## src/rtl/mux_scan_collector_pkg.sv

```systemverilog
// Shared types and constants for the mux scan collector and its settle counter.
package scan_pkg;

  localparam int unsigned NUM_CH = 4;
  localparam int unsigned SEL_W  = 2;

  typedef enum logic [1:0] {
    S_IDLE   = 2'd0,
    S_SETTLE = 2'd1,
    S_SAMPLE = 2'd2,
    S_HOLD   = 2'd3
  } state_e;

  typedef logic [SEL_W-1:0]  ch_t;
  typedef logic [NUM_CH-1:0] word_t;

endpackage

```

## src/rtl/mux_scan_collector_if.sv

```systemverilog
// Select/sample and word handshake bundle between the collector and its neighbours.
// SCAN_PARITY_EN adds word_parity alongside word_out.
interface mux_scan_collector_if;
  import scan_pkg::*;

  logic  start;
  logic  sel0;
  logic  sel1;
  logic  mux_out;
  word_t word_out;
  logic  word_valid;
  logic  word_ready;
  logic  busy;
`ifdef SCAN_PARITY_EN
  logic  word_parity;

  modport master (
    input  start, mux_out, word_ready,
    output sel0, sel1, word_out, word_valid, busy, word_parity
  );
  modport slave (
    output start, mux_out, word_ready,
    input  sel0, sel1, word_out, word_valid, busy, word_parity
  );
`else
  modport master (
    input  start, mux_out, word_ready,
    output sel0, sel1, word_out, word_valid, busy
  );
  modport slave (
    output start, mux_out, word_ready,
    input  sel0, sel1, word_out, word_valid, busy
  );
`endif

endinterface

```

## src/rtl/mux_scan_collector_settle_counter.sv

```systemverilog
// Down-counter timing how long a select is held before its sample is taken.
module settle_counter #(
  parameter int unsigned CNT_W = 4
) (
  input  logic             clk,
  input  logic             rst,
  input  logic             load,
  input  logic [CNT_W-1:0] load_val,
  input  logic             dec,
  output logic             zero
);

  logic [CNT_W-1:0] cnt_d;
  logic [CNT_W-1:0] cnt_q;

  always_comb begin
    cnt_d = cnt_q;
    if (load) begin
      cnt_d = load_val;
    end else if (dec && (cnt_q != '0)) begin
      cnt_d = cnt_q - 1'b1;
    end
  end

  always_ff @(posedge clk or posedge rst) begin
    if (rst) begin
      cnt_q <= '0;
    end else begin
      cnt_q <= cnt_d;
    end
  end

  assign zero = (cnt_q == '0);

endmodule

```

## src/rtl/mux_scan_collector.sv

```systemverilog
// Steps a 4:1 mux through channels 0..3, samples each, and offers the 4-bit word on valid/ready.
// Define SCAN_PARITY_EN to add a registered word_parity output.
module mux_scan_collector
  import scan_pkg::*;
#(
  parameter int unsigned SETTLE_CYCLES = 1,
  parameter int unsigned CNT_W         = 4
) (
  input  logic                 clk,
  input  logic                 rst,
  mux_scan_collector_if.master bus
);

  localparam logic [CNT_W-1:0] RELOAD = CNT_W'(SETTLE_CYCLES - 1);

  state_e state_d, state_q;
  ch_t    ch_d, ch_q;
  word_t  shadow_d, shadow_q;
  word_t  word_d, word_q;
  logic   valid_d, valid_q;
  logic   cnt_load;
  logic   cnt_dec;
  logic   cnt_zero;

  settle_counter #(
    .CNT_W(CNT_W)
  ) u_settle_counter (
    .clk     (clk),
    .rst     (rst),
    .load    (cnt_load),
    .load_val(RELOAD),
    .dec     (cnt_dec),
    .zero    (cnt_zero)
  );

  always_comb begin
    state_d  = state_q;
    ch_d     = ch_q;
    shadow_d = shadow_q;
    word_d   = word_q;
    valid_d  = valid_q;
    cnt_load = 1'b0;
    cnt_dec  = 1'b0;
    unique case (state_q)
      S_IDLE: begin
        if (bus.start) begin
          ch_d     = '0;
          cnt_load = 1'b1;
          state_d  = S_SETTLE;
        end
      end
      S_SETTLE: begin
        if (cnt_zero) begin
          state_d = S_SAMPLE;
        end else begin
          cnt_dec = 1'b1;
        end
      end
      S_SAMPLE: begin
        shadow_d[ch_q] = bus.mux_out;
        if (ch_q != ch_t'(NUM_CH - 1)) begin
          ch_d     = ch_q + 1'b1;
          cnt_load = 1'b1;
          state_d  = S_SETTLE;
        end else begin
          // last bit bypasses the shadow so the word is complete on this same edge
          word_d  = {bus.mux_out, shadow_q[NUM_CH-2:0]};
          valid_d = 1'b1;
          state_d = S_HOLD;
        end
      end
      S_HOLD: begin
        if (bus.word_ready) begin
          valid_d = 1'b0;
          state_d = S_IDLE;
        end
      end
      default: state_d = S_IDLE;
    endcase
  end

  always_ff @(posedge clk or posedge rst) begin
    if (rst) begin
      state_q  <= S_IDLE;
      ch_q     <= '0;
      shadow_q <= '0;
      word_q   <= '0;
      valid_q  <= 1'b0;
    end else begin
      state_q  <= state_d;
      ch_q     <= ch_d;
      shadow_q <= shadow_d;
      word_q   <= word_d;
      valid_q  <= valid_d;
    end
  end

`ifdef SCAN_PARITY_EN
  logic parity_d, parity_q;

  assign parity_d = ^word_d;

  always_ff @(posedge clk or posedge rst) begin
    if (rst) begin
      parity_q <= 1'b0;
    end else begin
      parity_q <= parity_d;
    end
  end

  assign bus.word_parity = parity_q;
`endif

  assign bus.sel0       = ch_q[0];
  assign bus.sel1       = ch_q[1];
  assign bus.word_out   = word_q;
  assign bus.word_valid = valid_q;
  assign bus.busy       = (state_q != S_IDLE);

endmodule

```

## src/flat_wrapper.sv

```systemverilog
// flat-port wrapper written by rule: the top's interface ports become plain ports
module mux_scan_collector_flat import scan_pkg::*;
#(
  parameter int unsigned SETTLE_CYCLES = 1,
  parameter int unsigned CNT_W         = 4
)
  (clk, rst, bus_start, bus_mux_out, bus_word_ready, bus_sel0, bus_sel1, bus_word_out, bus_word_valid, bus_busy);
  mux_scan_collector_if bus_i ();
  input  logic clk;
  input  logic rst;
  input wire logic [$bits(bus_i.start)-1:0] bus_start;
  input wire logic [$bits(bus_i.mux_out)-1:0] bus_mux_out;
  input wire logic [$bits(bus_i.word_ready)-1:0] bus_word_ready;
  output wire logic [$bits(bus_i.sel0)-1:0] bus_sel0;
  output wire logic [$bits(bus_i.sel1)-1:0] bus_sel1;
  output wire logic [$bits(bus_i.word_out)-1:0] bus_word_out;
  output wire logic [$bits(bus_i.word_valid)-1:0] bus_word_valid;
  output wire logic [$bits(bus_i.busy)-1:0] bus_busy;
  assign bus_i.start = bus_start;
  assign bus_i.mux_out = bus_mux_out;
  assign bus_i.word_ready = bus_word_ready;
  assign bus_sel0 = bus_i.sel0;
  assign bus_sel1 = bus_i.sel1;
  assign bus_word_out = bus_i.word_out;
  assign bus_word_valid = bus_i.word_valid;
  assign bus_busy = bus_i.busy;
  mux_scan_collector #(.SETTLE_CYCLES(SETTLE_CYCLES), .CNT_W(CNT_W)) u_core (.clk(clk), .rst(rst), .bus(bus_i));
endmodule
```

## config.mk

```make
export PLATFORM = sky130hd
export DESIGN_NAME = mux_scan_collector_flat
export DESIGN_NICKNAME = d
export VERILOG_FILES = /design/src/rtl/mux_scan_collector_pkg.sv /design/src/rtl/mux_scan_collector_if.sv /design/src/rtl/mux_scan_collector_settle_counter.sv /design/src/rtl/mux_scan_collector.sv /design/src/flat_wrapper.sv
export SDC_FILE = /design/constraint.sdc
export NUM_CORES = 1
export LEC_CHECK = 0
export CAP_MARGIN = 20
export CELL_PAD_IN_SITES_DETAIL_PLACEMENT = 1
export CELL_PAD_IN_SITES_GLOBAL_PLACEMENT = 1
export CORE_MARGIN = 5
export CORE_UTILIZATION = 35
export CTS_BUF_LIST = sky130_fd_sc_hd__clkbuf_16
export DETAILED_ROUTE_END_ITERATION = 8
export HOLD_SLACK_MARGIN = 0.08
export PLACE_DENSITY = 0.66
export SETUP_SLACK_MARGIN = 0.02
export SYNTH_ARGS = -nofsm -noshare
export SYNTH_HDL_FRONTEND = slang
export SYNTH_SLANG_ARGS = --single-unit
```

## constraint.sdc

```tcl
create_clock -name clk -period 3.8 [get_ports clk]
set_input_delay 1.14 -clock clk [delete_from_list [all_inputs] [get_ports clk]]
set_output_delay 1.14 -clock clk [all_outputs]
set_load 0.005 [all_outputs]
```

Yosys cells after proc, flatten, opt, wreduce, memory -nomap -nowiden
Cells that the tools add are included.
Storage, ports and cells
  register bits after elaboration: 17
  output and inout port bits: 8
  word-level logic and storage cells: 54
  bits of input ports: 5
Operators by class
  $add $sub $neg: 2
  bitwise logic cells: 1
  $lt $le $gt $ge: 2
  reductions and logical operators: 13
  muxes and demuxes: 21
  eq/ne operators: 9
Operators by type and width (number)
  $mux 2: 6
  $reduce_and 3->1: 3
  $mux 4: 2
  $ne 2x2->1 const B: 4
  $pmux 2 s4: 1
  $reduce_bool 2->1: 4
  $mux 1: 7
  $bwmux 4: 1
  $eq 2x2->1 const B: 2
  $logic_not 4->1: 1
  $ne 2x1->1 const B: 2
  $pmux 1 s2: 2
  $pmux 2 s2: 1
  $reduce_bool 4->1: 1
  $sub 4x1->4 const B: 1
  $lt 2x3->1 const B: 1
  $add 2x1->2 const B: 1
  $demux 1 s2: 1
  $eq 2x1->1 const B: 1
  $ge 2x1->1 const B: 1
  $logic_and 1x1->1: 2
  $logic_not 2->1: 1
  $reduce_and 2->1: 1
  $not 1->1: 1

Depth between registers and ports, before layout
Gate-level depths: netlist (run 1).
  depth in word-level cells: 6
  depth in mapped cells: 5
  mapped depth without buffers: 5

Hierarchy
Synthesis (run 1) repeated with hierarchy kept, for this count alone.
Unflattened totals
  cell total of the unflattened synthesis: 82
  area total of the unflattened synthesis: 887.1 um^2
Modules (own cells, without submodules)
  mux_scan_collector: sequential area each 300.3 um^2, cells an instance 54, area each 625.6 um^2, instances 1
  settle_counter: sequential area each 100.1 um^2, cells an instance 28, area each 261.5 um^2, instances 1

Worst setup path after synthesis (run 1)
No wires, ideal clock.
  path type: register to output
  start: reg u_core.state_q[1]
  end: out bus_busy
  stages on the path, launching flop included: 3
  data arrival time: 0.804 ns
  setup slack: 1.856 ns
  cells stage by stage: dfrtp_1 -> buf_6 -> or2_2
On the way
  longest elaborated chain between the ends: 1
RTL lines
  start, declared: line mux_scan_collector.sv:16  | state_e state_d, state_q;
  start signal, assigned: line mux_scan_collector.sv:90  | state_q <= state_d;
  $reduce_bool 2->1: line mux_scan_collector.sv:118  | assign bus.busy = (state_q != S_IDLE);
  end, declared: line flat_wrapper.sv:18  | output wire logic [$bits(bus_i.busy)-1:0] bus_busy;
Every way passes these cells.

Worst setup path in the final report (run 1)
Same ends and word-level chain as after synthesis.

==> impl_metrics.json, run 1 <==
{
  "fin_util": 0.4627,
  "h-tree-depth": 1,
  "switchingPower_uw": 241.9,
  "place_ws_ps": 1391,
  "p_int_uw": 544.4,
  "timing.fmax_mhz": 374.5,
  "worstMarginPinSlew_ps": 596.7,
  "syn_area_per_cell_um2": 10.96,
  "slew_viol_final": 0,
  "grt_pass1_vias": 615,
  "drc_errors": 0,
  "slew_headroom": 0.6018,
  "required_ps": 2660,
  "drt-pass1-iter-count": 2,
  "antenna_found_initial": 0,
  "ys_seq_area_frac": 0.4871,
  "initial_utilization": 0.3681,
  "grt_pass1_wl_um": 2725,
  "power_leakage_uw": 0.0004529,
  "crit_path_end_kind": "output port",
  "setup_viol": 0,
  "vias": 576,
  "min_path_type": "flip-flop to flip-flop",
  "max_stage_delay_ps": 500,
  "pin_count": 13,
  "critPathSlowestCell": "dfrtp_1",
  "drt_wl_total_um": 1555,
  "place_congestion": 0.6916,
  "setup_ws_ps": 1129,
  "synth_area_um2": 822.0,
  "diodes": 0,
  "cp-start-kind": "flip-flop",
  "rsz0062_at_grt": "false",
  "dp_hpwl_um": 1169,
  "ys_types": 25,
  "cts_tree": "built",
  "coreArea_um2": 2233,
  "cts_sinks": 16,
  "wl_per_cell_um": 13.29,
  "die_width_um": 58.47,
  "io_buffers": 12,
  "fin_crit_ps": 2671,
  "grt_max_degree": 17,
  "die_area_um2": 3418,
  "cts_root_buffer": "clkbuf_16",
  "timing.max_cap.violations": 0,
  "synth_nets": 85,
  "n_fill_cell": 249,
  "swShare": 0.3077,
  "synth_warnings": 0,
  "die_height_um": 58.47,
  "pwr-share-comb": 0.357,
  "clkLatencyLatePin_ps": 240,
  "crit_fanout": 13,
  "yosys_register_bits": 16,
  "holdBufCountCts": 0,
  "tns_ps": 0,
  "cts_buffer_depth": 2,
  "overflow": 0,
  "hold_viol_final": 0,
  "clkTransAtPathRegs_ps": 50,
  "ctsResizeCount": 0,
  "postCtsSetupBuffers": 0,
  "p_per_area_nw_per_um2": 760.8,
  "syn2layout_area_growth_pct": 25.72,
  "clock_skew_ps": 2.679,
  "grt_util_all_layers": 0.1039,
  "period_share": 0.7028,
  "detail-route-antenna-nets": 0,
  "vias_per_cell": 4.923,
  "cts_inserted_buffers": 3,
  "drt_iter0_drc": 6,
  "cp.arrival_ps": 1530,
  "synth_cells": 75,
  "power_frac_seq": 0.385,
  "outcome": "complete, no violations",
  "vdd_ir_drop_max_v": 0.0003806,
  "seq_area_um2": 400.4,
  "cp_cell_sequence": "or2_2, clkdlybuf4s50_1",
  "path_class": "flip-flop to output port",
  "rows": 17,
  "multiInputGateArea_um2": 376.6,
  "drive_gt1_frac": 0.1685,
  "p_clk_frac": 0.259,
  "nNetsFinal": 100
}
final timing paths:
| path | start | end | slack [ps] | cells past startpoint |
|---|---|---|---|---|
| worst max-delay path | u_core.state_q[1] | bus_busy | 1130 | 2 |
| worst min-delay path | u_core.shadow_q[0] | u_core.shadow_q[0] | 500 | 1 |
| worst max register to register | u_core.state_q[0] | u_core.bus.word_out[0] | 2320 | 3 |
| worst min register to register | u_core.shadow_q[0] | u_core.shadow_q[0] | 500 | 1 |
| max in group asynchronous | rst | u_core.bus.word_out[2] | 2140 | 2 |
| min in group asynchronous | rst | u_core.shadow_q[1] | 1270 | 2 |
flip-flops by register name, summed over array words and instances (netlist names):
register                       count
u_core.bus.word_out                4
u_core.u_settle_counter.cnt_q      4
u_core.shadow_q                    3
u_core.ch_q                        2
u_core.state_q                     2
u_core.bus.word_valid              1
worst max-delay path: cells and delay by family (launching register included):
kind,cells,cell delay (ps)
flops,1,500
buf+inv,1,440
simple gates,1,340
through the flow:
step                      hold WS (ps)  total power (µW)  std cells  instance area [µm²]
after global routing             518.5             853.8        117                 1033
final                            499.2             786.3        117                 1033
after floorplan                  474.9             479.4         75                822.0
after global placement           487.7             579.6        113                954.7
after CTS                        501.4             802.5        117                 1033
after detailed placement         490.0             591.7        113                954.7
synth_stat cells (all sizes together):
master	instances	area, µm²
a21oi	5	28.78
o21bai	1	7.510
ha	5	62.56
inv	6	22.52
or2	1	6.260
nor3	2	10.01
nand2b	1	8.760
o211ai	1	7.510
buf	2	22.52
a21o	1	7.510
a311oi	1	8.760
mux2i	1	10.01
nor3b	1	12.51
nor2	2	7.510
dfrtp	16	400.4
nand4b	1	8.760
and2b	2	16.27
o21ai	5	25.02
a22o	2	17.52
or3	2	12.51
mux2	7	78.83
nand2	9	33.78
a31oi	1	6.260
cell type report:
cell class | count | area share
sequential | 16 | 0.3874
multi-input combinational | 51 | 0.3644
tap | 28 | 0.03390
clock buffer | 3 | 0.07264
inverter | 6 | 0.02179
clock inverter | 1 | 0.003632
timing repair buffer | 12 | 0.1162
placed cells by master (no fill, tap or decap), types with 2 or more instances in the layout:
master / synthesis / routed
or3_1: 2 / 2
nand2_1: 9 / 9
nor2_1: 2 / 2
clkdlybuf4s50_1: 0 / 12
inv_1: 6 / 6
nor3_1: 2 / 2
dfrtp_1: 16 / 16
ha_1: 5 / 5
o21ai_0: 5 / 5
mux2_2: 7 / 7
clkbuf_16: 0 / 3
a21oi_1: 4 / 4
a22o_1: 2 / 2
cells by family (layout without fill, tap and decap cells):
| group | after synthesis | in the layout | synth area share |
|---|---|---|---|
| simple gates | 21 | 21 | 0.1416 |
| compound gates | 17 | 17 | 0.1324 |
| flops | 16 | 16 | 0.4871 |
| mux | 8 | 8 | 0.1081 |
| buf+inv | 8 | 22 | 0.05479 |
| fa+ha+maj | 5 | 5 | 0.07610 |
power groups by stage:
stage / registers, µW / logic, µW / clock network (µW)
2_1_floorplan: 276 / 203 / 0
3_3_place_gp: 299 / 280 / 0
3_5_place_dp: 305 / 286 / 0
4_1_cts: 304 / 289 / 210
5_1_grt: 318 / 318 / 218
6_report: 302 / 280 / 203
metal layers:
| layer | vias to the layer above | global-route usage | wire length (µm) | share of wire |
|---|---|---|---|---|
| met5 | - | 0 | 0 | 0 |
| met4 | 0 | 0.06954 | 31 | 0.020 |
| met3 | 4 | 0.01316 | 25 | 0.016 |
| met2 | 6 | 0.1579 | 750 | 0.48 |
| met1 | 280 | 0.1372 | 746 | 0.48 |
| li1 | 286 | - | - | - |
Power figures use the tool's default switching activity.
==> run 2, diff against run 1 <==
--- a/config.mk
+++ b/config.mk
@@ -13,7 +13,7 @@
 export CTS_BUF_LIST = sky130_fd_sc_hd__clkbuf_16
 export DETAILED_ROUTE_END_ITERATION = 8
 export HOLD_SLACK_MARGIN = 0.08
-export PLACE_DENSITY = 0.66
+export PLACE_DENSITY = 0.69
 export SETUP_SLACK_MARGIN = 0.02
 export SYNTH_ARGS = -nofsm -noshare
 export SYNTH_HDL_FRONTEND = slang
==> constraint.sdc (replaced) <==
create_clock -name clk -period 2.3 [get_ports clk]
set_input_delay 0.69 -clock clk [delete_from_list [all_inputs] [get_ports clk]]
set_output_delay 0.69 -clock clk [all_outputs]
set_load 0.005 [all_outputs]
==> impl_metrics.json, run 2 (synthesized netlist as in run 1, its figures left out) <==
{
  "outcome": "complete, no violations",
  "final_cell_mix": "16 x dfrtp_1, 12 x clkdlybuf4s50_1, 9 x nand2_1",
  "required_ps": 1610,
  "diodes": 0,
  "clock_skew_ps": 1.328,
  "syn2layout_area_growth_pct": 27.55,
  "cts_root_buffer": "clkbuf_16",
  "slew_headroom": 0.5834,
  "crit_fanout": 2,
  "r2r_cells": 5,
  "path_class": "flip-flop to output port",
  "vdd_ir_drop_max_v": 0.0006199,
  "cts_sinks": 16,
  "coreArea_um2": 2233,
  "holdBufCountCts": 0,
  "dp_hpwl_um": 1196,
  "whs_ps": 503.3,
  "drt-pass1-iter-count": 1,
  "max_stage_delay_ps": 450,
  "die_area_um2": 3418,
  "pin_count": 13,
  "crit_buf_inv": 1,
  "grt_pass1_wl_um": 2953,
  "placed_cell_area_um2": 969.7,
  "hold_depth": 1,
  "fin_util": 0.4695,
  "drt_wl_total_um": 1593,
  "timing.max_cap.violations": 0,
  "cp-start-kind": "flip-flop",
  "setup_viol": 0,
  "place_congestion": 0.7784,
  "h-tree-depth": 1,
  "detail-route-antenna-nets": 0,
  "initial_utilization": 0.3681,
  "cts_tree": "built",
  "p_per_area_nw_per_um2": 1268,
  "grt_pass1_vias": 628,
  "critPathSlowestCell": "clkdlybuf4s50_1",
  "worstMarginPinSlew_ps": 624.2,
  "critPathTopFamily": "buffers and inverters",
  "min_path_type": "flip-flop to flip-flop",
  "critical_path_cell_count": 2,
  "grt_util_all_layers": 0.1144,
  "drc_errors": 0,
  "cp_cell_sequence": "or2_2, clkdlybuf4s50_1",
  "fin_area_um2": 1049,
  "cts_buffer_depth": 2,
  "drive_gt1_frac": 0.1868,
  "cts_inserted_buffers": 3,
  "slew_viol_final": 0,
  "vias_per_cell": 5.000,
  "nNetsFinal": 102,
  "clkLatencyLatePin_ps": 240,
  "rsz0062_at_grt": "false",
  "timing.fmax_mhz": 491.0,
  "place_ws_ps": 492.5,
  "rows": 17,
  "grt_max_degree": 17,
  "clkTransAtPathRegs_ps": 50,
  "tns_ps": 0,
  "setup_ws_ps": 263.2,
  "crit_path_end_kind": "output port",
  "die_width_um": 58.47,
  "io_buffers": 12,
  "postCtsSetupBuffers": 0,
  "ctsResizeCount": 0,
  "drt_iter0_drc": 0,
  "antenna_found_initial": 0,
  "period_share": 0.8856,
  "cp.arrival_ps": 1350,
  "hold_viol_final": 0,
  "final_common_cell": "dfrtp_1",
  "wl_per_cell_um": 13.39,
  "power_leakage_uw": 0.0004627,
  "overflow": 0,
  "die_height_um": 58.47,
  "vias": 595,
  "fin_crit_ps": 2037
}
run 2: layout make-up:
cell class / count / area (µm²)
timing repair buffer: 14 / 135.1
sequential: 16 / 400.4
clock inverter: 1 / 3.754
clock buffer: 3 / 75.07
fill: 254 / 1185
tap: 28 / 35.03
multi-input combinational: 51 / 376.6
inverter: 6 / 22.52
run 2: metal layers:
layer  share of wire  GRT usage  vias to the layer above  wire length [µm]
met4          0.0063    0.04967                        0                10
met2            0.52     0.1882                        5               830
li1                -          -                      295                 -
met5               0          0                        -                 0
met1            0.45     0.1425                      293               723
met3           0.018    0.02632                        2                28
run 2: path summary, 6_finish.rpt:
kind / from / end / slack [ps]
worst max-delay path: u_core.state_q[1] / bus_busy / 260
worst min-delay path: u_core.bus.word_out[2] / u_core.bus.word_out[2] / 500
worst max register to register: u_core.u_settle_counter.cnt_q[0] / u_core.u_settle_counter.cnt_q[0] / 850
worst min register to register: u_core.bus.word_out[2] / u_core.bus.word_out[2] / 500
max in group asynchronous: rst / u_core.state_q[1] / 1070
min in group asynchronous: rst / u_core.bus.word_out[0] / 830
run 2: worst register-to-register path, delay by kind of cell, from the launching register on:
kind	cells	cell delay, ps
simple gates	2	550
compound gates	1	170
buf+inv	1	60
fa+ha+maj	1	220
flops	1	380
run 2: metrics by stage:
| step | power (µW) | instances |
|---|---|---|
| after floorplan | 792.0 | 75 |
| after global placement | 981.4 | 115 |
| after detailed placement | 1009 | 115 |
| after CTS | 1356 | 119 |
| after global routing | 1455 | 119 |
| final | 1330 | 119 |
run 2: power by group:
group | total [µW] | switching [µW] | internal (µW)
combinational | 538 | 233 | 306
clock | 335 | 104 | 230
sequential | 457 | 69.1 | 387
total | 1330 | 406 | 924
==> run 3, diff against run 2 <==
--- a/config.mk
+++ b/config.mk
@@ -13,8 +13,9 @@
 export CTS_BUF_LIST = sky130_fd_sc_hd__clkbuf_16
 export DETAILED_ROUTE_END_ITERATION = 8
 export HOLD_SLACK_MARGIN = 0.08
-export PLACE_DENSITY = 0.69
+export PLACE_DENSITY = 0.68
 export SETUP_SLACK_MARGIN = 0.02
 export SYNTH_ARGS = -nofsm -noshare
 export SYNTH_HDL_FRONTEND = slang
+export SYNTH_HIERARCHICAL = 1
 export SYNTH_SLANG_ARGS = --single-unit
==> impl_metrics.json, run 3 <==
{
  "critPathTopFamily": "flip-flops",
  "grt_pass1_vias": 671,
  "postCtsSetupBuffers": 0,
  "die_height_um": 60.35,
  "initial_utilization": 0.3614,
  "overflow": 0,
  "cp-start-kind": "flip-flop",
  "hold_viol_final": 0,
  "drt_iter0_drc": 7,
  "period_share": 0.9425,
  "diodes": 0,
  "detail-route-antenna-nets": 0,
  "die_width_um": 60.35,
  "synth-main-ff-cell": "dfrtp_1",
  "holdBufCountCts": 0,
  "p_per_area_nw_per_um2": 1225,
  "clkLatencyLatePin_ps": 240,
  "ctsResizeCount": 0,
  "min_path_type": "flip-flop to flip-flop",
  "crit_buf_inv": 1,
  "cts_buffer_depth": 2,
  "antenna_found_initial": 0,
  "syn_area_per_cell_um2": 10.82,
  "final_cell_mix": "16 x dfrtp_1, 12 x clkdlybuf4s50_1, 10 x nand2_1",
  "slew_viol_final": 0,
  "yosys_register_bits": 16,
  "synth_top_area_frac": 0.4513,
  "crit_path_end_kind": "output port",
  "drc_errors": 0,
  "cts_sinks": 16,
  "syn2layout_area_growth_pct": 29.48,
  "critPathSlowestCell": "dfrtp_1",
  "min_from": "u_core/bus.word_valid",
  "yosys-top-cells-count": "16 x dfrtp_1, 10 x nand2_1, 8 x inv_1",
  "tns_ps": 0,
  "outcome": "complete, no violations",
  "nNetsFinal": 113,
  "ys_seq_area_frac": 0.4513,
  "cts_inserted_buffers": 3,
  "synth_area_leaders": "dfrtp_1 45%, ha_1 7.1%, mux2_4 6.8%, mux2_2 5.1%, nand2_1 4.2%",
  "final_common_cell": "dfrtp_1",
  "synth_cells": 82,
  "dp_hpwl_um": 1453,
  "drt-pass1-iter-count": 2,
  "whs_endpoint": "u_core/bus.word_valid",
  "synth_warnings": 6,
  "async_reset_ff_frac": 1.000,
  "wl_per_cell_um": 14.11,
  "cp_cell_sequence": "or2_2, clkdlybuf4s50_1",
  "path_class": "flip-flop to output port",
  "vdd_ir_drop_max_v": 0.0008236,
  "max_stage_delay_ps": 460,
  "n_fill_cell": 268,
  "timing.fmax_mhz": 461.3,
  "clock_skew_ps": 1.433,
  "crit_fanout": 9,
  "pin_count": 13,
  "grt_util_all_layers": 0.1219,
  "coreArea_um2": 2455,
  "yosysMostFrequentCell": "dfrtp_1",
  "io_buffers": 12,
  "ys_types": 31,
  "cts_tree": "built",
  "synth_top_area_cell": "dfrtp_1",
  "setup_viol": 0,
  "rsz0062_at_grt": "false",
  "grt_pass1_wl_um": 3167,
  "synth_area_um2": 887.1,
  "power_leakage_uw": 0.0005527,
  "hold_depth": 2,
  "die_area_um2": 3642,
  "fin_crit_ps": 2168,
  "r2r_cells": 9,
  "required_ps": 1610,
  "drt_wl_total_um": 1863,
  "reg2reg_slack_ps": 250,
  "fin_util": 0.4679,
  "r2r-end": "u_core/u_settle_counter/cnt_q[3]",
  "cts_root_buffer": "clkbuf_16",
  "place_congestion": 0.8020,
  "synth-edff-count": 0,
  "grt_max_degree": 13,
  "cp.arrival_ps": 1480,
  "vias_per_cell": 4.947,
  "h-tree-depth": 1,
  "clkTransAtPathRegs_ps": 50,
  "r2r_start": "u_core/u_settle_counter/cnt_q[0]",
  "rows": 18,
  "vias": 653,
  "timing.max_cap.violations": 0,
  "drive_gt1_frac": 0.1961
}
run 3: cell types whose count changed after synthesis, moves of 2 or more:
cell,change
mux2_4,+4
mux2_2,-3
o21ai_0,-3
buf_6,-2
inv_1,+2
nor2b_1,+2
nor3b_1,+2
o21ai_1,+2
or3_1,-2
run 3: how the worst max path moves through the flow:
stage                     slack, ps                        startpoint                               end  cells after the start
after floorplan                 200  u_core/u_settle_counter/cnt_q[0]  u_core/u_settle_counter/cnt_q[3]                      8
after global placement          180                         bus_start  u_core/u_settle_counter/cnt_q[3]                      5
after detailed placement        180                         bus_start  u_core/u_settle_counter/cnt_q[3]                      5
after CTS                       120                 u_core/state_q[0]                          bus_busy                      2
after global routing             70                 u_core/state_q[0]                          bus_busy                      2
final                           130                 u_core/state_q[0]                          bus_busy                      2
run 3: power breakdown:
part,switching (µW),internal [µW]
Clock,110,231
Combinational,262,331
Sequential,90.6,383
run 3: cell families after synthesis:
| family | Yosys count | synth area share |
|---|---|---|
| multiplexers | 9 | 0.1298 |
| AND/OR/NAND/NOR | 26 | 0.1862 |
| adder cells (fa/ha/maj) | 5 | 0.07052 |
| AO/OA/AOI/OAI | 15 | 0.1143 |
| other | 1 | 0.004227 |
| flip-flops | 16 | 0.4513 |
| buffers and inverters | 10 | 0.04372 |
run 3: worst register-to-register path, delay by kind of cell, from the launching register on:
family / cells / cell delay (ps)
buffers and inverters: 3 / 300
adder cells (fa/ha/maj): 1 / 240
AO/OA/AOI/OAI: 1 / 260
AND/OR/NAND/NOR: 4 / 770
flip-flops: 1 / 350
run 3: final cells by class:
class	instances	area, µm²	share of cell area
clock buffer	3	75.07	0.06536
clock inverter	1	3.754	0.003268
inverter	8	30.03	0.02614
multi-input combinational	59	459.2	0.3998
sequential	16	400.4	0.3486
tap	30	37.54	0.03268
timing repair buffer	15	142.6	0.1242
run 3: per-stage QoR:
step	setup slack, ps	hold slack (ps)	std cells	power [µW]	cell area, µm²
6_report	132.2	509.2	132	1407	1149
5_1_grt	65.29	514.1	132	1530	1149
4_1_cts	115.2	507.1	132	1429	1149
3_5_place_dp	176.0	495.5	128	1077	1070
3_3_place_gp	176.6	489.4	128	1052	1070
2_1_floorplan	202.4	456.1	85	862.0	898.4
run 3: per-layer routing:
layer,vias up,track usage,wire length [µm]
li1,321,-,-
met1,320,0.1382,814
met2,10,0.2068,939
met3,2,0.04681,92
met4,0,0.04747,16
met5,-,0,0
==> variant: new RTL, config.mk and constraints of run 3 <==
`CNT_W` is set to 4 in 3 places; all go to 6.
--- a/src/rtl/mux_scan_collector_settle_counter.sv
+++ b/src/rtl/mux_scan_collector_settle_counter.sv
@@ -1,6 +1,6 @@
 // Down-counter timing how long a select is held before its sample is taken.
 module settle_counter #(
-  parameter int unsigned CNT_W = 4
+  parameter int unsigned CNT_W = 6
 ) (
   input  logic             clk,
   input  logic             rst,
--- a/src/rtl/mux_scan_collector.sv
+++ b/src/rtl/mux_scan_collector.sv
@@ -4,7 +4,7 @@
   import scan_pkg::*;
 #(
   parameter int unsigned SETTLE_CYCLES = 1,
-  parameter int unsigned CNT_W         = 4
+  parameter int unsigned CNT_W         = 6
 ) (
   input  logic                 clk,
   input  logic                 rst,
--- a/src/flat_wrapper.sv
+++ b/src/flat_wrapper.sv
@@ -2,7 +2,7 @@
 module mux_scan_collector_flat import scan_pkg::*;
 #(
   parameter int unsigned SETTLE_CYCLES = 1,
-  parameter int unsigned CNT_W         = 4
+  parameter int unsigned CNT_W         = 6
 )
   (clk, rst, bus_start, bus_mux_out, bus_word_ready, bus_sel0, bus_sel1, bus_word_out, bus_word_valid, bus_busy);
   mux_scan_collector_if bus_i ();
Behaviour: no difference found for any inputs over 10 cycles, from zero or initial values and one cycle with rst high; that may be too few to reach the edited logic, so the function may still have changed.
==> variant against run 3 <==
  * First-iteration DRC count increased to 2.7 times the old value
  * Via count rose by 25%
  * Highest routed layer unchanged
  * Critical path depth grew 6
  * Wire length up 28%
  * Sequential cell count increased by 2
  * Final cell count rose by 19%
  * Sequential share of layout area fell by 0.99 points
  * Power up 1.4%
  * Critical endpoint is now u_core/u_settle_counter/cnt_q[3]
  * Sequential power rose by 7.4%
  * Setup slack improved by 90 ps
  * Design area increased by 16%
  * Synthesized area up 19%
  * Utilization rose by 0.23 points
==> variant: results (changes against run 3) <==
grt:
  grt_usage_pct: 13.17  # +0.98 points
  grt_pass1_wl_um: 4305  # +36%
  grt_pass1_vias: 927  # +38%
pwr:
  clk-power_mw: 0.351  # +3%
  swShare_pct: 35.06  # +2.2 points
  pg_seq_mw: 0.508  # +7.4%
  vdd_drop_max_mv: 0.4564  # -45%
  p_leak_nw: 0.6199  # +12%
synthesis:
  ys_types: 38  # +23%
  yosys-top-cells-count: "dfrtp_1 (18), nand2_1 (11), inv_1 (9)"
  synth_area_leaders: "dfrtp_1 (43%), ha_1 (7.1%), mux2_4 (5.7%)"
  synth_compound_area_share_pct: 15.10  # +3.7 points
  synthMuxAreaShare_pct: 10.94  # -2.0 points
  synth_fa_ha_area_share_pct: 7.134  # +0.082 points
  ys_seq_area_share_pct: 42.81  # -2.3 points
critical_path:
  reg2reg_to: "u_core/u_settle_counter/cnt_q[3]"
  reg2reg_depth: 8  # -1
  crit_type: "flip-flop to flip-flop"
  path_max_fanout: 5  # -4
  crit_arrival_ps: 2260  # +780 ps
  r2r_slack_ps: 220  # -30 ps
outcome:
  outcome: "finished clean"
place:
  dpl.hpwl_um: 1747  # +20%
  gp_congestion: 0.8636  # +7.7%
  preCtsSetupSlack_ps: 226.8  # +50.74 ps
route:
  drtPass1Iterations: 3  # +1
  vias: 815  # +25%
  drtIter0Drc: 19  # +12
min_path:
  min_to: "u_core/bus.word_out[1]"
  worstHoldStart: "u_core/bus.word_out[1]"
  hold_path_depth: 1  # -1
final_layout:
  drive_gt1_share_pct: 16.67  # -2.9 points
  nNetsFinal: 138  # +22%
  fillerInstances: 331  # +24%
timing:
  holdWs_ps: 510.3  # +1.153 ps
  skew_ps: 1.756  # +0.3230 ps
==> variant: cell count changes in the layout (fill, tap and decap cells not counted), sizes merged, moves of 2 or more <==
cell and change:
o31ai +2, nand4 +2, nor2 +4, buf +2, conb +2, nand3 +2, dfrtp +2, a2bb2oi +2
o21ai -2, or3 +2, a211o +2
==> variant: cells by family (layout without fill, tap and decap cells) <==
| kind of cell | Yosys count | in the layout |
|---|---|---|
| AND/OR/NAND/NOR | 36 | 36 |
| AO/OA/AOI/OAI | 21 | 21 |
| flip-flops | 18 | 18 |
| buffers and inverters | 12 | 30 |
| multiplexers | 9 | 9 |
| adder cells (fa/ha/maj) | 6 | 6 |
| other | 1 | 6 |
==> variant: metrics by stage <==
stage | util (%) | std cells | instance area [um^2] | total power [mW]
floorplan | - | 108 | 1071 | 0.8896
global placement | 44.23 | 153 | 1251 | 1.059
detailed placement | 44.23 | 153 | 1251 | 1.081
CTS | 47.01 | 157 | 1330 | 1.447
global route | 47.01 | 157 | 1330 | 1.537
finish | 47.01 | 157 | 1330 | 1.426
==> variant: cell type report <==
type                       count  area share, %
clock buffer                   3          5.644
clock inverter                 1         0.2822
inverter                       9          2.540
multi-input combinational     78          42.90
sequential                    18          33.87
tap                           31          2.916
timing repair buffer          17          11.85
==> variant: routing by layer <==
metal | up-vias | wire, um | part of all wire (%) | global-route usage, %
li1 | 401 | - | - | -
met1 | 402 | 1021 | 43 | 14.33
met4 | 0 | 31 | 1.3 | 4.749
met3 | 4 | 76 | 3.2 | 3.800
met2 | 8 | 1263 | 53 | 24.14
met5 | - | 0 | 0 | 0
==> variant: worst max-delay path, stage by stage (launching register included) <==
cell and delay [ps]:
dfrtp_1 390, inv_1 100, ha_1 220, nand2b_1 90, nor2_1 60, nor3b_1 230, or4b_1 490, a211o_1 310
a2bb2oi_2 130
